==> config.mk <==
export PLATFORM = sky130hd
export DESIGN_NAME = risc_trace_buffer
export DESIGN_NICKNAME = d
export VERILOG_FILES = /design/src/rtl/risc_trace_buffer.sv
export SDC_FILE = /design/constraint.sdc
export NUM_CORES = 2
export LEC_CHECK = 0
export CORE_ASPECT_RATIO = 0.8
export CORE_MARGIN = 3
export CORE_UTILIZATION = 45
export CTS_BUF_LIST = sky130_fd_sc_hd__clkbuf_4
export CTS_CLUSTER_DIAMETER = 100
export DETAILED_ROUTE_END_ITERATION = 10
export GPL_TIMING_DRIVEN = 1
export PLACE_DENSITY = 0.66
export SLEW_MARGIN = 10
export SYNTH_ARGS = -nofsm -noshare
export SYNTH_HDL_FRONTEND = slang
export SYNTH_SLANG_ARGS = --single-unit
==> constraint.sdc <==
create_clock -name clk_i -period 23.1 [get_ports clk_i]
set_clock_uncertainty 0.2 [all_clocks]
set_input_delay 6.93 -clock clk_i [delete_from_list [all_inputs] [get_ports clk_i]]
set_output_delay 6.93 -clock clk_i [all_outputs]
set_load 0.02 [all_outputs]
==> src/rtl/risc_trace_buffer.sv <==
// rtl/risc_trace_buffer.sv - retire-trace capture buffer with cycle stamping, halt freeze and pop port
// Stores {cycle, pc, inst} per retired instruction in a circular register array.
module risc_trace_buffer #(
  parameter  int DATA_W  = 32,
  parameter  int DEPTH   = 16,
  parameter  int CYCLE_W = 32,
  parameter  int MODE    = 0,
  localparam int CNT_W   = $clog2(DEPTH + 1)
) (
  input  logic               clk_i,
  input  logic               rst_i,
  input  logic               en_i,
  input  logic               clear_i,
  input  logic               ret_valid_i,
  input  logic [DATA_W-1:0]  ret_inst_i,
  input  logic [DATA_W-1:0]  ret_pc_i,
  input  logic               halt_i,
  input  logic               rd_req_i,
  output logic               rd_valid_o,
  output logic [DATA_W-1:0]  rd_inst_o,
  output logic [DATA_W-1:0]  rd_pc_o,
  output logic [CYCLE_W-1:0] rd_cycle_o,
  output logic [CNT_W-1:0]   count_o,
  output logic               empty_o,
  output logic               full_o,
  output logic               overflow_o,
  output logic               halted_o,
  output logic [CYCLE_W-1:0] cycle_cnt_o
);

  localparam int  AW      = $clog2(DEPTH);
  localparam int  ENTRY_W = CYCLE_W + 2 * DATA_W;
  localparam bit  WRAP    = (MODE == 0);

  logic [ENTRY_W-1:0] mem_q [DEPTH];

  logic [AW-1:0]      wr_ptr_q, wr_ptr_d;
  logic [AW-1:0]      rd_ptr_q, rd_ptr_d;
  logic [CNT_W-1:0]   count_q, count_d;
  logic [CYCLE_W-1:0] cycle_q, cycle_d;
  logic               halted_q, halted_d;
  logic               overflow_q, overflow_d;
  logic               rd_valid_q, rd_valid_d;
  logic [DATA_W-1:0]  rd_inst_q, rd_inst_d;
  logic [DATA_W-1:0]  rd_pc_q, rd_pc_d;
  logic [CYCLE_W-1:0] rd_cycle_q, rd_cycle_d;

  logic active, wr_req, pop, is_full, write, overwrite, drop;
  logic [ENTRY_W-1:0] head;

  assign active    = en_i & ~halted_q & ~clear_i;
  assign wr_req    = active & ret_valid_i;
  assign pop       = rd_req_i & (count_q != '0) & ~clear_i;
  assign is_full   = (count_q == CNT_W'(DEPTH));
  // A full buffer without a simultaneous pop either replaces its oldest entry or refuses the new one.
  assign write     = wr_req & (~is_full | pop | WRAP);
  assign overwrite = write & is_full & ~pop;
  assign drop      = wr_req & is_full & ~pop;
  assign head      = mem_q[rd_ptr_q];

  always_comb begin
    wr_ptr_d   = wr_ptr_q;
    rd_ptr_d   = rd_ptr_q;
    count_d    = count_q;
    cycle_d    = cycle_q;
    halted_d   = halted_q;
    overflow_d = overflow_q;
    rd_valid_d = 1'b0;
    rd_inst_d  = rd_inst_q;
    rd_pc_d    = rd_pc_q;
    rd_cycle_d = rd_cycle_q;
    if (clear_i) begin
      wr_ptr_d   = '0;
      rd_ptr_d   = '0;
      count_d    = '0;
      cycle_d    = '0;
      halted_d   = 1'b0;
      overflow_d = 1'b0;
      rd_inst_d  = '0;
      rd_pc_d    = '0;
      rd_cycle_d = '0;
    end else begin
      if (write) wr_ptr_d = wr_ptr_q + AW'(1);
      if (pop || overwrite) rd_ptr_d = rd_ptr_q + AW'(1);
      count_d = count_q + CNT_W'(write & ~overwrite) - CNT_W'(pop);
      if (active && cycle_q != {CYCLE_W{1'b1}}) cycle_d = cycle_q + CYCLE_W'(1);
      halted_d   = halted_q | halt_i;
      overflow_d = overflow_q | drop;
      if (pop) begin
        rd_valid_d = 1'b1;
        {rd_cycle_d, rd_pc_d, rd_inst_d} = head;
      end
    end
  end

  always_ff @(posedge clk_i or posedge rst_i) begin
    if (rst_i) begin
      wr_ptr_q   <= '0;
      rd_ptr_q   <= '0;
      count_q    <= '0;
      cycle_q    <= '0;
      halted_q   <= 1'b0;
      overflow_q <= 1'b0;
      rd_valid_q <= 1'b0;
      rd_inst_q  <= '0;
      rd_pc_q    <= '0;
      rd_cycle_q <= '0;
    end else begin
      wr_ptr_q   <= wr_ptr_d;
      rd_ptr_q   <= rd_ptr_d;
      count_q    <= count_d;
      cycle_q    <= cycle_d;
      halted_q   <= halted_d;
      overflow_q <= overflow_d;
      rd_valid_q <= rd_valid_d;
      rd_inst_q  <= rd_inst_d;
      rd_pc_q    <= rd_pc_d;
      rd_cycle_q <= rd_cycle_d;
    end
  end

  // Contents need no reset: count gates every read, so stale slots are never exposed.
  always_ff @(posedge clk_i) begin
    if (write) mem_q[wr_ptr_q] <= {cycle_q, ret_pc_i, ret_inst_i};
  end

  assign rd_valid_o  = rd_valid_q;
  assign rd_inst_o   = rd_inst_q;
  assign rd_pc_o     = rd_pc_q;
  assign rd_cycle_o  = rd_cycle_q;
  assign count_o     = count_q;
  assign empty_o     = (count_q == '0);
  assign full_o      = is_full;
  assign overflow_o  = overflow_q;
  assign halted_o    = halted_q;
  assign cycle_cnt_o = cycle_q;

endmodule

### After elaboration in Yosys (flattened, before gate mapping)

Memories as Yosys holds them, arrays and structs flattened.
Cells that the tools add are included.

* register bits: 144
* bits in latches: 0
* RAM bits: 1536
* memory bits (read-only): 0
* word-level logic and storage cells: 59
* memories: 1

Memories
* mem_q: words 16, bits a word 96, read ports 1, clocked after Yosys merged registers in 0, wr ports 1, RTL line 35 `logic [ENTRY_W-1:0] mem_q [DEPTH];`

* $add $sub $neg: 5
* multipliers: 0
* divide/modulo/power cells: 0
* $lt $le $gt $ge: 0
* equality and inequality tests: 2
* shift-type cells: 0
* multiplexer cells: 19
* bitwise operators: 14
* reductions and logical operators: 8

Operators by type and width (number)
* $mux 32: 8
* $add 32x1->32 const B: 1
* $ne 32x32->1 const B: 1
* $mux 4: 4
* $add 4x1->4 const B: 2
* $reduce_bool 2->1: 4
* $and 1x1->1: 7
* $mux 1: 6
* $add 5x5->5: 1
* $and 1x5->5: 1
* $eq 5x5->1 const B: 1
* $logic_not 5->1: 1
* $mux 5: 1
* $not 1->5: 1
* $reduce_bool 5->1: 1
* $sub 5x1->5: 1
* $not 1->1: 3
* $or 1x1->1: 2
* $logic_and 1x1->1: 1
* $logic_or 1x1->1: 1

### Longest topological paths before layout

* depth in word-level cells: 11
* mapped depth: 16

### Least setup slack after synthesis

OpenSTA, ideal clock, no wires.

* path kind: input port to flip-flop
* from: in clear_i
* to: mem mem_q[0][0] in the netlist's numbering (enable)
* arrival time: 16.609 ns
* path slack: 5.505 ns
* cell stages on the path: 4
* buffers on the path: 2
* cells stage by stage: clkbuf_1 nand4bb_1 clkbuf_1 nor4_1

* word-level cells in the longest chain between the ends: 5

RTL lines
* from (decl): RTL line 13 `input logic clear_i,`
* $not 1->1: RTL line 51 `assign active = en_i & ~halted_q & ~clear_i;`
* $and 1x1->1: RTL line 51
* $and 1x1->1: RTL line 52 `assign wr_req = active & ret_valid_i;`
* $mux 1: RTL line 124 `if (write) mem_q[wr_ptr_q] <= {cycle_q, ret_pc_i, ret_inst_i};`
* $mux 1 (implied by the code): RTL line 124
* to (decl): RTL line 35

No other way between the ends.

### Final worst setup path

* from: reg count_q[2] (netlist: count_o[2])
* to: out empty_o

* word-level cells in the longest chain between the ends: 1

RTL lines
* from (decl): RTL line 39 `logic [CNT_W-1:0] count_q, count_d;`
* from (signal assigned): RTL line 111 `count_q <= count_d;`
* $logic_not 5->1: RTL line 132 `assign empty_o = (count_q == '0);`
* to (decl): RTL line 24 `output logic empty_o,`

No other way between the ends.

==> out/results.ini <==
[setup_path]
cpMostUsedCell = inv_1
cp.arrival_ns = 3.33
slowest_stage = or4b_2
worstSetupPathType = reg2out
critical_path.endpoint_type = output port
max_stage_delay_ns = 0.70
cp.required_ns = 15.97
path_cells = inv_1, ha_1, or4b_2, inv_1, clkdlybuf4s50_1
start_kind = flop
worst-path-max-fanout = 5

[placed_design]
place_congestion = 0.750
place_area_um2 = 68200
dp_hpwl_um = 78700
io_buffers = 208

[synthesis]
synth_xor_xnor_area_share = 0.000823
synth_edf_count = 1536
synthCells = 2863
ys_warn_count = 0
dominantRegCellSynth = edfxtp_1
syn-num-nets = 2946
yosysSeqAreaShare = 0.779
synth_seq_cells = 1680
synth_mux_area_frac = 0.167
ys_types = 45
synth_fa_ha_area_frac = 0.00247
syn_avg_cell_area_um2 = 22.3
synth_compound_area_frac = 0.0271
ys_async_sr_fraction = 0.0857
synth_top_family_by_area = multiplexers
syn_area_um2 = 63900
yosys.area_share.simple = 0.0129

[clocking]
cts_buffers = 412
h-tree-depth = 5
ctsLongestPathBuffers = 4
root_buffer = clkbuf_4
clkTransAtPathRegs_ns = 0.06
hold_buffers = 0
clock-sinks = 1680
cts.repair.resized = 0
cts_tree = yes
clk_latency_ns = 1.34
post-cts-setup-buffers = 0

[timing]
fin_crit_ns = 10.46
max_freq_ghz = 0.0956
finalHoldViolations = 0
drv_slew = 0
finalSetupViolations = 0
timing.final.crit_share = 0.453
tightest_slew_ns = 1.20
grt_setup_unrepaired = false
fin_tns_setup_ns = 0
slew_headroom = 0.202

[cells_and_area]
final_area_um2 = 73600
finish.net_count = 3467
final_util = 0.527
fillerInstances = 10800
layout-drive-gt1-share = 0.309
area_growth_pct = 15.2

[pwr]
peakVddDrop_mv = 0.0997
p_leak_nw = 24.3
power_density_nw_per_um2 = 100

[grt]
first_global_vias = 33600
grt_max_degree = 153
antenna_found_initial = 8
grt_pass1_wl_um = 217000
grt_overflow_total = 0
gr-usage-all-layers = 0.200

[floorplan]
core_um2 = 140000
dieArea_um2 = 146000
die_y_um = 343
dieWidth_um = 427
rows = 122
pin_count = 209
start_util = 0.457

[min_path]
hold_path.class = reg2reg

[drt]
viasPerCell = 5.65
ant_nets = 0
dr_wl_met3_um = 9880
avgRoutedWirePerCell_um = 26.0
wl_met2_um = 71500
drt_first_iter_violations = 2908
top_layer = met4
drc = 0
drt-pass1-iter-count = 5
routed_wl_um = 145000
vias = 31500
wl_met1_um = 61000

[run_status]
status = complete, no violations

[job]
drv_cap = 0

==> worst max-delay path: cells and delay by family (launching register included) <==
kind | cells | cell delay (ns)
simple gates | 1 | 0.70
fa+ha+maj | 1 | 0.18
buf+inv | 3 | 0.79
flops | 1 | 0.40
==> layout make-up <==
cell class	instances	area (µm²)	area share
clock inverter	95	454	0.00617
tap	1860	2330	0.0316
timing repair buffer	268	2560	0.0349
clock buffer	646	4850	0.0659
antenna	7	17.5	0.000238
sequential	1680	49700	0.676
multi-input combinational	1002	13500	0.184
inverter	20	82.6	0.00112
==> logic make-up (layout without fill, tap and decap cells) <==
family | after synthesis | count (layout)
compound gates | 255 | 255
xor+xnor | 6 | 6
fa+ha+maj | 12 | 12
buf+inv | 181 | 1029
flops | 1680 | 1680
mux | 584 | 584
other cells | 0 | 7
simple gates | 145 | 145
==> power by group <==
group          leakage (nW)  internal (W)  switching (W)
clock                  3.19       0.00130        0.00115
combinational          5.09      0.000739       0.000733
sequential             16.0       0.00337       0.000101
==> path summary, 6_finish.rpt <==
check                                     from        endpoint  slack, ns  cells after the start
worst min register to register  rd_cycle_o[31]  rd_cycle_o[31]       0.28                      1
worst min-delay path            rd_cycle_o[31]  rd_cycle_o[31]       0.28                      1
max in group asynchronous                rst_i     rd_ptr_q[2]      15.03                      3
worst max-delay path                count_o[2]         empty_o      12.64                      5
min in group asynchronous                rst_i  rd_cycle_o[22]       5.99                      2
worst max register to register     rd_ptr_q[0]   rd_cycle_o[6]      18.71                      6
==> stage by stage <==
stage               std cells  setup slack, ns  hold WS [ns]  power (W)
finish                   5578            12.64         0.276    0.00738
global route             5578            12.39         0.301    0.00774
CTS                      5571            12.48         0.280    0.00749
detailed placement       4830            12.00         0.265    0.00503
global placement         4830            12.02         0.266    0.00502
floorplan                2863             5.51         0.317    0.00455
==> synthesized netlist by cell type, types with 8 or more instances <==
cell type / instances / share of area
dfrtp_1: 144 / 0.056
o31ai_1: 15 / 0.0018
nand2_1: 19 / 0.0011
nand3_1: 20 / 0.0016
a21o_1: 99 / 0.012
mux4_2: 384 / 0.14
o21ai_0: 8 / 0.00063
and2_1: 10 / 0.00098
mux2i_1: 194 / 0.030
buf_1: 47 / 0.0028
inv_1: 20 / 0.0012
o22ai_1: 96 / 0.0094
nor4_1: 9 / 0.00088
a21oi_1: 23 / 0.0018
or4_1: 15 / 0.0018
ha_1: 11 / 0.0022
clkbuf_1: 105 / 0.0062
nor2_1: 27 / 0.0016
or3_1: 8 / 0.00078
buf_2: 8 / 0.00063
edfxtp_1: 1536 / 0.72
==> routing by layer <==
| layer | vias up | global-route usage |
|---|---|---|
| met5 | - | 0 |
| met4 | 0 | 0.0597 |
| met3 | 210 | 0.0427 |
| met2 | 1247 | 0.321 |
| met1 | 16600 | 0.278 |
| li1 | 13400 | - |
==> cells in the final DEF, fill, tap and decap left out, drive strengths merged, types with 19 or more instances in the layout <==
cell type and n:
edfxtp 1536, clkbuf 646, mux4 384, clkdlybuf4s50 207
mux2i 194, dfrtp 144, a21o 99, o22ai 96
clkinv 85, buf 61, nor2 27, inv 25
a21oi 23, nand3 20, nand2 19
==> sequential cells by signal, indices dropped and copies added (netlist names), 4 cells and up <==
| name | count |
|---|---|
| mem_q | 1536 |
| cycle_cnt_o | 32 |
| rd_cycle_o | 32 |
| rd_inst_o | 32 |
| rd_pc_o | 32 |
| count_o | 5 |
| rd_ptr_q | 4 |
| wr_ptr_q | 4 |
(Power assumes the default switching activity.)
